`config.mk`:
```
export PLATFORM = sky130hd
export DESIGN_NAME = mul_acc_dot
export DESIGN_NICKNAME = d
export VERILOG_FILES = /design/src/rtl/mul_pkg.sv /design/src/rtl/mul_vld_dly.sv /design/src/rtl/mul_acc_dot.sv
export SDC_FILE = /design/constraint.sdc
export NUM_CORES = 1
export LEC_CHECK = 0
export CAP_MARGIN = 10
export CORE_MARGIN = 2
export CORE_UTILIZATION = 30
export CTS_CLUSTER_DIAMETER = 60
export CTS_CLUSTER_SIZE = 16
export DETAILED_ROUTE_END_ITERATION = 6
export PLACE_DENSITY = 0.57
export SYNTH_ARGS = -nofsm -noshare
export SYNTH_HDL_FRONTEND = slang
export SYNTH_SLANG_ARGS = --single-unit
```
`constraint.sdc`:
```
create_clock -name clk -period 2.35 [get_ports clk]
set_clock_uncertainty 0.1 [all_clocks]
set_input_delay 0.3525 -clock clk [delete_from_list [all_inputs] [get_ports clk]]
set_output_delay 0.3525 -clock clk [all_outputs]
set_load 0.05 [all_outputs]
```
`src/rtl/mul_pkg.sv`:
```
// Shared defaults and FSM encoding for the multiplier dot-product accumulator.
package mul_pkg;

    localparam int DEF_DATA_W  = 8;
    localparam int DEF_VEC_LEN = 4;
    localparam int DEF_MUL_LAT = 2;
    localparam int DEF_ACC_W   = DEF_DATA_W + $clog2(DEF_VEC_LEN);

    typedef enum logic [1:0] {
        FILL  = 2'd0,
        DRAIN = 2'd1,
        DONE  = 2'd2
    } state_t;

endpackage

```
`src/rtl/mul_vld_dly.sv`:
```
// DEPTH-cycle valid delay line with synchronous flush; tail bit is the delayed valid.
module mul_vld_dly #(
    parameter int DEPTH = 2
) (
    input  logic clk,
    input  logic rst_n,
    input  logic i_flush,
    input  logic i_vld,
    output logic o_vld
);

    logic [DEPTH-1:0] r_sr;

    generate
        if (DEPTH == 1) begin : g_one
            always_ff @(posedge clk or negedge rst_n) begin
                if (!rst_n) begin
                    r_sr <= '0;
                end else if (i_flush) begin
                    r_sr <= '0;
                end else begin
                    r_sr <= i_vld;
                end
            end
        end else begin : g_multi
            always_ff @(posedge clk or negedge rst_n) begin
                if (!rst_n) begin
                    r_sr <= '0;
                end else if (i_flush) begin
                    r_sr <= '0;
                end else begin
                    r_sr <= {r_sr[DEPTH-2:0], i_vld};
                end
            end
        end
    endgenerate

    assign o_vld = r_sr[DEPTH-1];

endmodule

```
`src/rtl/mul_acc_dot.sv`:
```
// Accumulates VEC_LEN multiplier products into one dot product, gating operand issue
// and presenting the sum on a valid/ready port held stable under backpressure.
module mul_acc_dot
    import mul_pkg::*;
#(
    parameter int DATA_W  = DEF_DATA_W,
    parameter int VEC_LEN = DEF_VEC_LEN,
    parameter int MUL_LAT = DEF_MUL_LAT,
    parameter int ACC_W   = DATA_W + $clog2(VEC_LEN)
) (
    input  logic              clk,
    input  logic              rst_n,
    input  logic              clr,
    input  logic              op_valid,
    output logic              op_ready,
    input  logic [DATA_W-1:0] mul_out,
    output logic [ACC_W-1:0]  sum_out,
    output logic              sum_valid,
    input  logic              sum_ready,
    output logic              busy
);

    localparam int              CNT_W    = (VEC_LEN > 1) ? $clog2(VEC_LEN) : 1;
    localparam logic [CNT_W-1:0] LAST_IDX = CNT_W'(VEC_LEN - 1);

    state_t            r_state;
    state_t            w_state_nxt;
    logic [CNT_W-1:0]  r_iss_cnt;
    logic [CNT_W-1:0]  r_prd_cnt;
    logic [ACC_W-1:0]  r_acc;
    logic [ACC_W-1:0]  r_sum;

    logic              w_accept;
    logic              w_tail;
    logic              w_last_iss;
    logic              w_last_prd;
    logic [ACC_W-1:0]  w_prod_ext;
    logic [ACC_W-1:0]  w_acc_sum;

    assign op_ready   = (r_state == FILL);
    assign w_accept   = op_valid & op_ready;
    assign w_last_iss = w_accept && (r_iss_cnt == LAST_IDX);
    assign w_last_prd = w_tail && (r_prd_cnt == LAST_IDX);
    assign w_prod_ext = ACC_W'(mul_out);
    assign w_acc_sum  = r_acc + w_prod_ext;

    // Tail of this pipe lines up with mul_out carrying the matching product.
    mul_vld_dly #(
        .DEPTH (MUL_LAT)
    ) u_vld_dly (
        .clk     (clk),
        .rst_n   (rst_n),
        .i_flush (clr),
        .i_vld   (w_accept),
        .o_vld   (w_tail)
    );

    always_ff @(posedge clk or negedge rst_n) begin
        if (!rst_n) begin
            r_state <= FILL;
        end else begin
            r_state <= w_state_nxt;
        end
    end

    always_comb begin
        w_state_nxt = r_state;
        case (r_state)
            FILL:    if (w_last_iss) w_state_nxt = DRAIN;
            DRAIN:   if (w_last_prd) w_state_nxt = DONE;
            DONE:    if (sum_ready)  w_state_nxt = FILL;
            default: w_state_nxt = FILL;
        endcase
        if (clr) begin
            w_state_nxt = FILL;
        end
    end

    always_ff @(posedge clk or negedge rst_n) begin
        if (!rst_n) begin
            r_iss_cnt <= '0;
        end else if (clr) begin
            r_iss_cnt <= '0;
        end else if (w_accept) begin
            r_iss_cnt <= w_last_iss ? '0 : r_iss_cnt + 1'b1;
        end
    end

    // sum_out is deliberately left untouched by clr; only a completion rewrites it.
    always_ff @(posedge clk or negedge rst_n) begin
        if (!rst_n) begin
            r_prd_cnt <= '0;
            r_acc     <= '0;
            r_sum     <= '0;
        end else if (clr) begin
            r_prd_cnt <= '0;
            r_acc     <= '0;
        end else if (w_tail) begin
            if (w_last_prd) begin
                r_sum     <= w_acc_sum;
                r_acc     <= '0;
                r_prd_cnt <= '0;
            end else begin
                r_acc     <= (r_prd_cnt == '0) ? w_prod_ext : w_acc_sum;
                r_prd_cnt <= r_prd_cnt + 1'b1;
            end
        end
    end

    assign sum_out   = r_sum;
    assign sum_valid = (r_state == DONE);
    assign busy      = (r_state != FILL) || (r_iss_cnt != '0);

endmodule

```
==> out/results.md, run 1 <==
- status: finished clean
- data required time at the worst endpoint: 1.90 ns
- CTS tree: built
- final weighted congestion of routability-driven global placement: 0.796
- first-pass iteration count of the detailed router: 4
- Worst Setup End Kind: primary output
- static power due to leakage: 0.000952 µW
- synthesis-to-finish area growth: 26.0%
- share of the yosys chip area belonging to registers: 42.3%
- signal arrival time at the worst endpoint: 1.76 ns
- total gr overflow: 0
- worst flop-to-flop path endpoint: r_acc[8]
- IR drop worst, VDD: 0.000230 V
- slowest cell delay on critical path: 0.79 ns
- max-cap viol count: 0
- Tcrit/Tclk final: 94.0%
- number of endpoints with negative hold slack in the final report: 0
- number of library cell types mapped by synthesis: 38
- area of the die: 0.00613 mm²
- buffer cell driving the clock tree root: clkbuf_8
- number of design-rule violations left by the first detailed-router iteration: 45
- clock insertion delay at the later pin of the skew report: 0.28 ns
- Routed Antenna Nets: 0
- fin nets: 229
- power density normalized to cell area: 506 mW/mm²
- clk sinks: 28
- number of standard-cell rows in the floorplan: 27
- most common cell after layout, fill and taps aside: dfrtp_1
- cell family contributing the most delay on the critical path: buffers and inverters
- Num CTS Buffers: 3
- slowest CP cell: clkdlybuf4s50_1
- post-synthesis instance area: 0.00166 mm²
- most frequent cells in the layout: dfrtp_1 (28), nand2_1 (24), clkdlybuf4s50_1 (24)
- worst r2r src: r_acc[0]
- Remaining DRCs: 0
- diode count: 0
- number of instances in the synthesized netlist: 170
- internal reg-to-reg setup slack: 0.44 ns
- CP Cell Sequence: inv_1 > ha_1 > nand2_1 > clkdlybuf4s50_1
- overall global routing resource usage: 12.9%
- setup-violating endpoint count in the final report: 0
- Least-Margin Pin Slew: 0.502 ns
- combined buffer and inverter count along the critical path: 2
- depth of the CTS H-tree: 1
- Clock Pin Slew Worst Setup and Hold Paths: 0.10 ns
- maximum operating frequency: 0.453 GHz
- type of the most critical hold path: in2async
- dpl ws: -0.0962 ns
- mean instance size in the synthesized netlist: 9.74 µm²
- io pins: 26
- Post-CTS Hold Fix Bufs: 0
- worst hold slack: 0.340 ns
- setup total negative slack: 0 ns
- minimum clock period after layout: 2.21 ns
- headroom to the max-slew limit: 66.4%
- fraction of final layout cells with drive strength greater than 1: 12.4%
- estimated wirelength of the detail-placed design: 2610 µm
- die height: 78.3 µm
- antenna violations before repair: 0
- power after layout: 1060 µW
- synth warn: 0
- unrepaired setup endpoints after global routing: no
- wire length of the first global-routing pass: 6240 µm
- top fanout value on the critical path: 2
- crit path launch type: flip-flop
- placeable core area: 0.00541 mm²
- layout filler cell count: 571
- via count: 1,277
- dpl cell area: 0.00203 mm²
- initial core utilization: 30.6%
- worst setup path category: reg2out
- number of global-route vias before repair: 1,328
- number of max-slew violations in the final report: 0
- vias per std cell: 4.66
- setup fix buffers added after clock tree synthesis: 0
- largest net degree at the start of global routing: 29
- flops & latches, synth: 28
- total nets after synthesis: 196
- count of input and output buffers: 25
- Total Routed Length: 3430 µm
- depth of the most critical reg-to-reg path: 8
- Finished Cell Area: 0.00209 mm²
- horizontal die dimension: 78.3 µm
- worst-case clock buffer depth: 2
- routed length per instance: 12.5 µm
- Final WS setup: 0.142 ns
sequential cells by signal, summed over array words and instances, names as in the netlist:
register,count
r_acc,10
r_iss_cnt,2
r_state,2
r_prd_cnt,2
u_vld_dly.r_sr,2
sum_out,10
Yosys cell counts:
master	number	area share (%)
nor3b_1	3	1.4
xor2_1	4	2.1
o21ai_2	3	1.6
mux2_4	2	1.8
nor2b_4	1	0.83
a211oi_2	1	0.76
a22o_1	1	0.53
o211ai_2	1	0.76
nand2_1	24	5.4
inv_1	9	2.0
fa_1	1	1.2
dfrtp_1	28	42
o2bb2ai_2	1	0.91
or2_1	2	0.76
o22ai_1	1	0.38
and2_2	1	0.45
o21ai_1	8	2.4
o31a_4	1	1.1
a21o_1	2	0.91
a21oi_1	11	3.3
nor2b_1	2	0.76
o22ai_2	1	0.76
o21ai_4	1	0.98
o21ai_0	7	2.1
clkbuf_1	2	0.45
a32oi_1	5	2.6
a31oi_1	1	0.38
buf_4	2	0.91
or3_1	1	0.38
nor2_1	15	3.4
mux2i_1	4	2.4
xnor2_1	4	2.1
o21a_1	1	0.45
nand3_1	1	0.30
ha_1	12	9.1
nor3_1	3	0.91
buf_2	1	0.30
nand2b_1	2	0.76
report_power, final:
group | switching, µW | internal [µW] | leakage (µW) | total (µW)
combinational | 137 | 97.0 | 0.000548 | 234
clock | 158 | 151 | 0.0000288 | 308
sequential | 12.8 | 502 | 0.000375 | 514
total | 307 | 749 | 0.000952 | 1060
metal layers:
metal	up-vias	wire (µm)	track usage, %
li1	658	-	-
met1	594	1710	17.9
met2	20	1560	20.1
met3	5	79	1.49
met4	0	79	6.32
met5	-	0	0
area by class of cell:
class / count / area [µm²] / area share [%]
repair buffers: 33 / 313 / 15.0
multi-input cells: 128 / 895 / 42.9
clock buffers: 4 / 55.1 / 2.64
inverters: 9 / 33.8 / 1.62
well taps: 72 / 90.1 / 4.32
flip-flops and latches: 28 / 701 / 33.6
timing repair:
item                                    CTS  global route
gates resized for setup                   0             1
endpoints found under the setup margin    0             1
endpoints found under the hold margin     0             0
logic make-up after synthesis:
| group | share of synthesized area [%] |
|---|---|
| compound gates | 19.9 |
| xor+xnor | 4.23 |
| fa+ha+maj | 10.3 |
| buf+inv | 3.70 |
| flops | 42.3 |
| mux | 4.23 |
| simple gates | 15.3 |
worst register-to-register path: stages, from the launching register on:
cell	delay [ns]
dfrtp_1	0.36
ha_1	0.17
inv_1	0.05
fa_1	0.42
nor2b_4	0.14
o31a_4	0.16
o21ai_4	0.07
or3_1	0.30
o21ai_1	0.07
per-stage QoR:
stage | util [%] | instances
after floorplan | - | 170
after global placement | 37.5 | 270
after detailed placement | 37.5 | 270
after CTS | 38.6 | 274
after global routing | 38.6 | 274
final | 38.6 | 274
worst max-delay path by stage:
stage                       startpoint  endpoint  slack, ns  cells past startpoint
after floorplan             r_state[1]      busy       0.22                      2
after global placement      mul_out[0]  r_acc[8]      -0.02                      9
after detailed placement    mul_out[0]  r_acc[8]       -0.1                      9
after CTS                   r_state[0]  op_ready       0.09                      2
after global routing        r_state[0]      busy       0.06                      3
final                     r_iss_cnt[0]      busy       0.14                      4
Power figures use the tool's default switching activity.
==> run 2, diff against run 1 <==
--- a/config.mk
+++ b/config.mk
@@ -7,11 +7,11 @@
 export LEC_CHECK = 0
 export CAP_MARGIN = 10
 export CORE_MARGIN = 2
-export CORE_UTILIZATION = 30
+export CORE_UTILIZATION = 53
 export CTS_CLUSTER_DIAMETER = 60
 export CTS_CLUSTER_SIZE = 16
 export DETAILED_ROUTE_END_ITERATION = 6
-export PLACE_DENSITY = 0.57
+export PLACE_DENSITY = 0.86
 export SYNTH_ARGS = -nofsm -noshare
 export SYNTH_HDL_FRONTEND = slang
 export SYNTH_SLANG_ARGS = --single-unit
==> run 2 against run 1 <==
  * Routed wire length grew 2.2%
  * Die area is 41% lower
  * Global-route usage is 8.7 points higher
  * Non-clock buffer count up 4
  * Sequential share of layout area rose by 0.80 points
  * Sequential cell count did not move
  * Count of clock-buffer cells in the layout shrank 1
  * Highest routed layer unchanged
==> out/results.md, run 2 (synthesis results as in run 1) <==
- number of standard-cell rows in the floorplan: 20
- register area: 701 µm²
- top fanout value on the critical path: 5
- Least-Margin Pin Slew: 0.501 ns
- overall global routing resource usage: 21.6%
- setup fix buffers added after clock tree synthesis: 0
- most common cell after layout, fill and taps aside: dfrtp_1
- setup-violating endpoint count in the final report: 0
- combined area of the multi-input logic cells: 895 µm²
- Routed Antenna Nets: 0
- crit path launch type: flip-flop
- Post-CTS Hold Fix Bufs: 0
- type of the most critical hold path: in2async
- depth of the CTS H-tree: 1
- power density normalized to cell area: 471 mW/mm²
- clk sinks: 28
- unrepaired setup endpoints after global routing: no
- depth of the most critical reg-to-reg path: 8
- data required time at the worst endpoint: 1.90 ns
- status: finished clean
- signal arrival time at the worst endpoint: 1.78 ns
- layout filler cell count: 229
- routed length per instance: 14.7 µm
- number of global-route vias before repair: 1,348
- IR drop worst, VDD: 0.000266 V
- io pins: 26
- headroom to the max-slew limit: 66.5%
- horizontal die dimension: 59.9 µm
- estimated wirelength of the detail-placed design: 2760 µm
- fraction of final layout cells with drive strength greater than 1: 13.7%
- first-pass iteration count of the detailed router: 4
- final weighted congestion of routability-driven global placement: 0.894
- dpl cell area: 0.00201 mm²
- internal reg-to-reg setup slack: 0.38 ns
- static power due to leakage: 0.000970 µW
- die height: 59.9 µm
- worst flop-to-flop path endpoint: r_acc[8]
- clock insertion delay at the later pin of the skew report: 0.34 ns
- worst setup path startpoint: r_state[0]
- via count: 1,384
- largest net degree at the start of global routing: 29
- worst r2r src: r_acc[0]
- total gr overflow: 0
- fin nets: 233
- Final Util: 67.9%
- Finished Cell Area: 0.00204 mm²
- number of design-rule violations left by the first detailed-router iteration: 46
- CTS resizes: 0
- Clock Pin Slew Worst Setup and Hold Paths: 0.15 ns
- worst-case clock buffer depth: 2
- CTS tree: built
- number of endpoints with negative hold slack in the final report: 0
- maximum operating frequency: 0.448 GHz
- placeable core area: 0.00300 mm²
- Worst Setup End Kind: primary output
- vias per std cell: 5.82
- most frequent cells in the layout: dfrtp_1 (28), nand2_1 (24), clkdlybuf4s50_1 (23)
- Remaining DRCs: 0
- setup total negative slack: 0 ns
- max-cap viol count: 0
- Total Routed Length: 3510 µm
- synthesis-to-finish area growth: 23.0%
- Tcrit/Tclk final: 94.9%
- antenna violations before repair: 0
- wire length of the first global-routing pass: 5780 µm
- endpoint of the worst setup timing path: sum_valid
- area of the die: 0.00359 mm²
- Num CTS Buffers: 3
- initial core utilization: 55.2%
- count of input and output buffers: 25
- diode count: 0
- minimum clock period after layout: 2.23 ns
- worst setup path category: reg2out
- number of max-slew violations in the final report: 0
- buffer cell driving the clock tree root: clkbuf_4
[run 2: changes by cell type in the layout (fill, tap and decap cells not counted), sizes merged]
cell           previous run  this run
dlymetal6s2s              1         2
clkdlybuf4s50            24        23
clkbuf                    4         3
buf                       8        12
[run 2: worst min-delay path by stage]
stage                              endpoint  cells past startpoint  slack, ns
final                            sum_out[6]                      2       0.27
after global routing             sum_out[6]                      2       0.30
after CTS                        sum_out[5]                      2       0.28
after detailed placement  u_vld_dly.r_sr[1]                      1       0.37
after global placement    u_vld_dly.r_sr[1]                      1       0.35
after floorplan                    r_acc[0]                      0      -0.04
[run 2: where the power goes]
group | leakage, µW | internal [µW] | switching (µW) | total, µW
clock network | 0.0000138 | 60.5 | 142 | 203
registers | 0.000375 | 502 | 13.9 | 516
logic | 0.000581 | 101 | 140 | 242
[run 2: metrics by stage]
step	hold slack [ns]	std cells	power, µW	setup slack, ns
after floorplan	-0.0431	170	669	0.218
after global placement	0.354	235	755	-0.0184
after detailed placement	0.367	235	767	-0.0890
after CTS	0.279	238	963	0.0422
after global routing	0.303	238	1000	0.0397
final	0.266	238	961	0.119
[run 2: layer usage]
layer,global-route usage (%),vias to the layer above,routed length [µm]
met5,0,-,0
met2,40.4,37,1850
li1,-,662,-
met4,6.98,0,34
met3,3.25,3,169
met1,25.0,682,1450
[run 2: critical path, stage by stage, from the launching register on]
cell and delay (ns):
dfrtp_1 0.45, nor2b_1 0.17, clkdlybuf4s50_1 0.82
[run 2: area by class of cell]
class                   instances  area share, %
clock buffers                   3           1.10
inverters                       9           1.66
multi-input cells             128           43.9
flip-flops and latches         28           34.4
well taps                      33           2.03
repair buffers                 37           16.9
